### src/rtl/clk_div_sel.sv
// clk_div_sel: glitch-free selectable clock divider.
// Produces a registered 50% duty divided clock whose half-period comes from a
// parameter table. Rate changes and start/stop only happen on a period
// boundary, so every output period is complete.
module clk_div_sel #(
  parameter int                          NUM_SEL    = 4,
  parameter int                          SEL_W      = 2,
  parameter int                          CNT_W      = 8,
  parameter logic [NUM_SEL*CNT_W-1:0]    HALF_TABLE = 32'h08040201
) (
  input  logic             clk,
  input  logic             rst,
  input  logic             en,
  input  logic [SEL_W-1:0] sel,
  output logic             clk_out,
  output logic             tick,
  output logic [SEL_W-1:0] sel_active,
  output logic             pending,
  output logic             running
);

  localparam int              NUM_IDX   = 2 ** SEL_W;
  localparam logic [SEL_W:0]  SEL_LIMIT = (SEL_W + 1)'(NUM_SEL);

  // Half-period lookup, padded to every encodable index; zero entries and
  // unused indices read as 1 so the counter compare is always meaningful.
  logic [CNT_W-1:0] half_arr [NUM_IDX];

  genvar gi;
  generate
    for (gi = 0; gi < NUM_IDX; gi = gi + 1) begin : g_half
      if (gi < NUM_SEL) begin : g_entry
        localparam logic [CNT_W-1:0] RAW = HALF_TABLE[gi*CNT_W +: CNT_W];
        assign half_arr[gi] = (RAW == '0) ? CNT_W'(1) : RAW;
      end else begin : g_pad
        assign half_arr[gi] = CNT_W'(1);
      end
    end
  endgenerate

  logic             clk_out_reg, clk_out_next;
  logic             tick_reg, tick_next;
  logic             running_reg, running_next;
  logic [SEL_W-1:0] sel_active_reg, sel_active_next;
  logic [CNT_W-1:0] cnt_reg, cnt_next;

  logic [CNT_W-1:0] half_cur;
  logic [CNT_W-1:0] last_cnt;
  logic             sel_valid;
  logic             phase_end;

  assign half_cur  = half_arr[sel_active_reg];
  assign last_cnt  = half_cur - CNT_W'(1);
  assign sel_valid = ({1'b0, sel} < SEL_LIMIT);
  assign phase_end = (cnt_reg == last_cnt);

  // Next-state: count through each phase; decide rate and run at the low-phase boundary.
  always_comb begin
    clk_out_next    = clk_out_reg;
    tick_next       = 1'b0;
    running_next    = running_reg;
    sel_active_next = sel_active_reg;
    cnt_next        = cnt_reg;
    if (clk_out_reg) begin
      // High phase ignores en and sel entirely.
      if (phase_end) begin
        clk_out_next = 1'b0;
        cnt_next     = '0;
      end else begin
        cnt_next = cnt_reg + CNT_W'(1);
      end
    end else if (phase_end || !running_reg) begin
      // Boundary: idle counts as a boundary every cycle.
      if (sel_valid) begin
        sel_active_next = sel;
      end
      cnt_next = '0;
      if (en) begin
        clk_out_next = 1'b1;
        tick_next    = 1'b1;
        running_next = 1'b1;
      end else begin
        running_next = 1'b0;
      end
    end else begin
      cnt_next = cnt_reg + CNT_W'(1);
    end
  end

  // State register with synchronous reset taking priority over everything.
  always_ff @(posedge clk) begin
    if (rst) begin
      clk_out_reg    <= 1'b0;
      tick_reg       <= 1'b0;
      running_reg    <= 1'b0;
      sel_active_reg <= '0;
      cnt_reg        <= '0;
    end else begin
      clk_out_reg    <= clk_out_next;
      tick_reg       <= tick_next;
      running_reg    <= running_next;
      sel_active_reg <= sel_active_next;
      cnt_reg        <= cnt_next;
    end
  end

  assign clk_out    = clk_out_reg;
  assign tick       = tick_reg;
  assign running    = running_reg;
  assign sel_active = sel_active_reg;
  assign pending    = sel_valid && (sel != sel_active_reg);

endmodule

### config.mk
export PLATFORM = sky130hd
export DESIGN_NAME = clk_div_sel
export DESIGN_NICKNAME = d
export VERILOG_FILES = /design/src/rtl/clk_div_sel.sv
export SDC_FILE = /design/constraint.sdc
export NUM_CORES = 1
export LEC_CHECK = 0
export ABC_CLOCK_PERIOD_IN_PS = 5300
export BUFFER_PORTS_ARGS = -buffer_cell sky130_fd_sc_hd__buf_2
export CORE_AREA = 2 2 40 42
export CTS_CLUSTER_DIAMETER = 60
export CTS_CLUSTER_SIZE = 30
export DETAILED_ROUTE_END_ITERATION = 7
export DIE_AREA = 0 0 42 44
export HOLD_SLACK_MARGIN = 0.08
export PLACE_DENSITY_LB_ADDON = 0.2
export SYNTH_ARGS = -nofsm -noshare
export SYNTH_HDL_FRONTEND = slang
export SYNTH_SLANG_ARGS = --single-unit
### constraint.sdc
create_clock -name clk -period 5.3 [get_ports clk]
set_input_delay 0.53 -clock clk [delete_from_list [all_inputs] [get_ports clk]]
set_output_delay 0.53 -clock clk [all_outputs]
set_load 0.05 [all_outputs]
After elaboration in Yosys (flattened, before gate mapping):

Cells that the tools add are included.

* register bits: 13
* input port bits: 5
* logic and storage cells: 26

* $add $sub $neg: 2
* magnitude comparators: 1
* equal/unequal tests: 2
* bitwise operators: 2
* mux-type cells: 10
* reductions and logical operators: 4

Operators with widths (count)
* $mux W8: 5
* $bmux W8 S2: 1
* $add A8 B1 Y8 const B: 1
* $eq A8 B8 Y1: 1
* $sub A8 B1 Y8 const B: 1
* $mux W1: 4
* $ge A3 B3 Y1 const B: 1
* $not A2 Y3: 1
* $ne A2 B2 Y1: 1
* $reduce_and A2 Y1: 1
* $reduce_or A2 Y1: 1
* $logic_not A1 Y1: 1
* $logic_or A1 B1 Y1: 1
* $not A1 Y1: 1

Longest topological paths before layout:

* word-level depth: 9
* mapped depth: 7
* depth with buffers taken out: 6

Worst setup path after synthesis:

Ideal clock, no wire load.

* kind: register to register
* start: register sel_active_reg[1] (netlist: sel_active[1])
* end: register cnt_reg[2]
* data arrival time: 2.066 ns
* setup slack: 3.170 ns
* cell stages (with the launch flop): 8
* required time: 5.236 ns
* cells stage by stage: dfxtp_1 > buf_6 > or2_2 > ha_1 > xnor2_1 > nor4_4 > a311o_2 > nor2_1

* word-level cells in the longest chain between the ends: 9
* elaborated cells between the ends (all ways): 10

Ends and longest elaborated chain
* start: declaration: line 44 `logic [SEL_W-1:0] sel_active_reg, sel_active_next;`
* start signal: assignment: line 102 `sel_active_reg <= sel_active_next;`
* $not A2 Y3 (not written as such) *: line 52 `assign half_cur = half_arr[sel_active_reg];`
* $bmux W8 S2 *: line 52
* $mux W8 (not written as such) * (2 in series): line 52
* $sub A8 B1 Y8 *: line 53 `assign last_cnt = half_cur - CNT_W'(1);`
* $eq A8 B8 Y1 *: line 55 `assign phase_end = (cnt_reg == last_cnt);`
* $logic_or A1 B1 Y1: line 72 `end else if (phase_end || !running_reg) begin`
* $mux W8: line 72
* $mux W8 *: line 64 `if (clk_out_reg) begin`
* end signal: assignment: line 103 `cnt_reg <= cnt_next;`
* end: declaration: line 45 `logic [CNT_W-1:0] cnt_reg, cnt_next;`

Every way passes the cells marked *; elsewhere a longest branch is shown, timed or not. The select of a mux whose other input is x is not followed.
A chain may end at the register's enable or synchronous reset.

Final worst setup path:

* start: register sel_active_reg[1] (netlist: sel_active[1])
* end: register cnt_reg[5]

Same word-level chain as after synthesis.

==> metrics.cfg <==
[flow_run]
drv_cap=0

[power_and_ir_drop]
irDropWorstVdd_mv=0.328
power_frac_clock_pct=11.6
p_comb_share_pct=58.3
intPower_mw=0.270
seqPwrFrac_pct=30.1
power.density_nw_per_um2=652
power.total_mw=0.538
p_leak_nw=0.321
switching_power_mw=0.267
swShare_pct=49.7

[sta]
period_share_pct=37.2
layout_setup_ws_ns=3.33
fin_hold_ws_ns=0.553
slew_viol_final=0
max-slew-margin-rel_pct=68.9
hold_viol=0
finalSetupViolCount=0
fin_tns_setup_ns=0
finalClockSkew_ns=0.00122
rsz0062_at_grt=false
post-route-min-period_ns=1.97
fmax_ghz=0.507
worst_slew_pin_slew_ns=0.453

[grt]
antenna_found_initial=0
grt_max_degree=12
first_global_vias=495
grt.total_usage_pct=16.0
grt_pass1_wl_mm=2.22
grt_remaining_overflow=0

[setup_path]
crit_fanout=10
crit_start=sel_active[1]
cp-end-kind=flip-flop
rrSetupSlack_ns=3.33
r2r_end=cnt_reg[5]
startpoint_type=flip-flop
critical_path_arrival_ns=2.19
crit_type=flip-flop to flip-flop
endpoint=cnt_reg[5]
reg2reg_from=sel_active[1]
critPathRequiredTime_ns=5.52
ff2ff_path_depth=6

[outcome]
outcome=finished, final reports clean

[yosys]
synth-async-reset-ratio_pct=0
syn_area_per_cell_sq_um=9.28
synth.area.top_cells=dfxtp_1 35%, xor2_1 7.0%, nor2_1 5.0%
netlist_area_sq_um=752
ys_seq_area_share_pct=34.6
syn_nets=88
ys_ff_latch=13
synth_cell_types=31
yosysTopAreaCellShare_pct=34.6
yosysWarnings=0
syn_inst=81
yosys.area.top_type=dfxtp_1
synth_edf_count=0
ys.flop_type=dfxtp_1

[clock_tree]
cts_tree=yes
clk-insertion-delay-late_ns=0.28
cts_hold_buffers=0
cts_setup_buffers=0
cts_root_buf=clkbuf_4
h-tree-depth=1
cts.sinks=13
path_clk_slew_ns=0.08
cts_inserted_buffers=3
cts_max_path_buffers=2
cts_resized=0

[drt]
wire_per_inst_um=12.0
first_pass_iters=4
routed_wirelength_mm=1.29
ant_nets=0
viasPerCell=5.54
num_vias=593
drt_iter0_markers=8
route.detailed.drc=0

[final_layout]
fillers=131
area_growth_pct=9.65
largest_reg_flops=8
antenna_cells=0
fin_nets=99
drive_above_1_share_pct=24.2

[placement]
gp_congestion=0.773
dp_hpwl_um=935
portBuffers=10
dpl_worst_slack_ns=3.33

[die]
coreArea_sq_um=1420
rows=14
die_h_um=44
floorplan.initialDensity_pct=53.0
pin_count=11
chipWidth_um=42
dieArea_sq_um=1850

[worst_hold_path]
hp-class=flip-flop to flip-flop

==> critical path, stage by stage, from the launching register on <==
cell and delay (ns):
dfxtp_1 0.40, or2_2 0.31, ha_1 0.30, xnor2_1 0.24, nor4_4 0.08, a311o_2 0.44, nor2_1 0.13
==> power by group through the flow <==
stage               Combinational (mW)  Sequential (mW)  Clock, mW
detailed placement               0.315            0.163          0
global route                     0.339            0.168     0.0672
global placement                 0.314            0.163          0
finish                           0.314            0.162     0.0624
floorplan                        0.235            0.199          0
CTS                              0.317            0.161     0.0634
==> layer usage <==
| layer | GRT usage, % | wire length, um |
|---|---|---|
| met5 | 0 | 0 |
| met4 | 7.74 | 19 |
| met3 | 3.75 | 49 |
| met2 | 23.4 | 551 |
| met1 | 22.2 | 665 |
==> cell usage after synthesis (2+ instances only) <==
cell type and n:
xnor2_1 4, nor2_1 10, xor2_1 6, nand4_1 2, nor3b_1 2, or2_2 2, dfxtp_1 13, and3_1 2
nor4b_1 2, inv_1 3, ha_1 2, nand2b_1 3, o311ai_1 2, a31oi_1 2, nand2_1 6, nand3_1 5
==> worst min path at each step <==
stage | startpoint | to | cells past startpoint
floorplan | cnt_reg[0] | cnt_reg[0] | 1
global placement | cnt_reg[0] | cnt_reg[0] | 1
detailed placement | cnt_reg[0] | cnt_reg[0] | 1
CTS | cnt_reg[0] | cnt_reg[0] | 1
global route | cnt_reg[0] | cnt_reg[0] | 1
finish | cnt_reg[6] | cnt_reg[6] | 2
==> layout by cell type, fill, tap and decap left out <==
master / n
nand2b_1: 3
nand2_1: 6
nor4b_1: 2
a311o_2: 1
a221oi_1: 1
o211ai_4: 1
dfxtp_1: 13
a31oi_2: 1
clkbuf_1: 1
o32ai_2: 1
or2_2: 2
nor4_4: 1
mux2i_1: 1
a31oi_1: 2
nand4_1: 2
xor2_1: 6
or4_4: 1
nor3_1: 1
o311ai_1: 2
ha_1: 2
nor3b_1: 2
nor2_1: 10
clkbuf_4: 3
xnor2_1: 4
inv_1: 3
and3_1: 2
buf_2: 10
nand4bb_1: 1
nand3_1: 5
and3_4: 1
==> logic make-up (layout without fill, tap and decap cells) <==
| logic type | after synthesis | after routing | synth area share [%] |
|---|---|---|---|
| and+or+nand+nor | 39 | 39 | 31.1 |
| DFF | 13 | 13 | 34.6 |
| xor gates and xnor gates | 10 | 10 | 11.6 |
| AOI/OAI and AO/OA | 9 | 9 | 13.3 |
| buffers and inverters | 7 | 17 | 4.66 |
| adders and majority gates | 2 | 2 | 3.33 |
| muxes | 1 | 1 | 1.33 |
==> cell type report <==
cell class,instances,area (sq um),area share (%)
tap,16,20.0,2.43
timing repair buffer,10,50.0,6.07
clock buffer,4,26.3,3.19
multi-input combinational,61,457,55.4
sequential,13,260,31.6
inverter,3,11.3,1.37
==> stage by stage <==
stage / area [sq um] / instances / utilization, %
finish: 825 / 107 / 58.1
global route: 825 / 107 / 58.1
CTS: 825 / 107 / 58.1
detailed placement: 798 / 103 / 56.3
global placement: 798 / 103 / 56.3
floorplan: 752 / 81 / -
(Power assumes the default switching activity.)
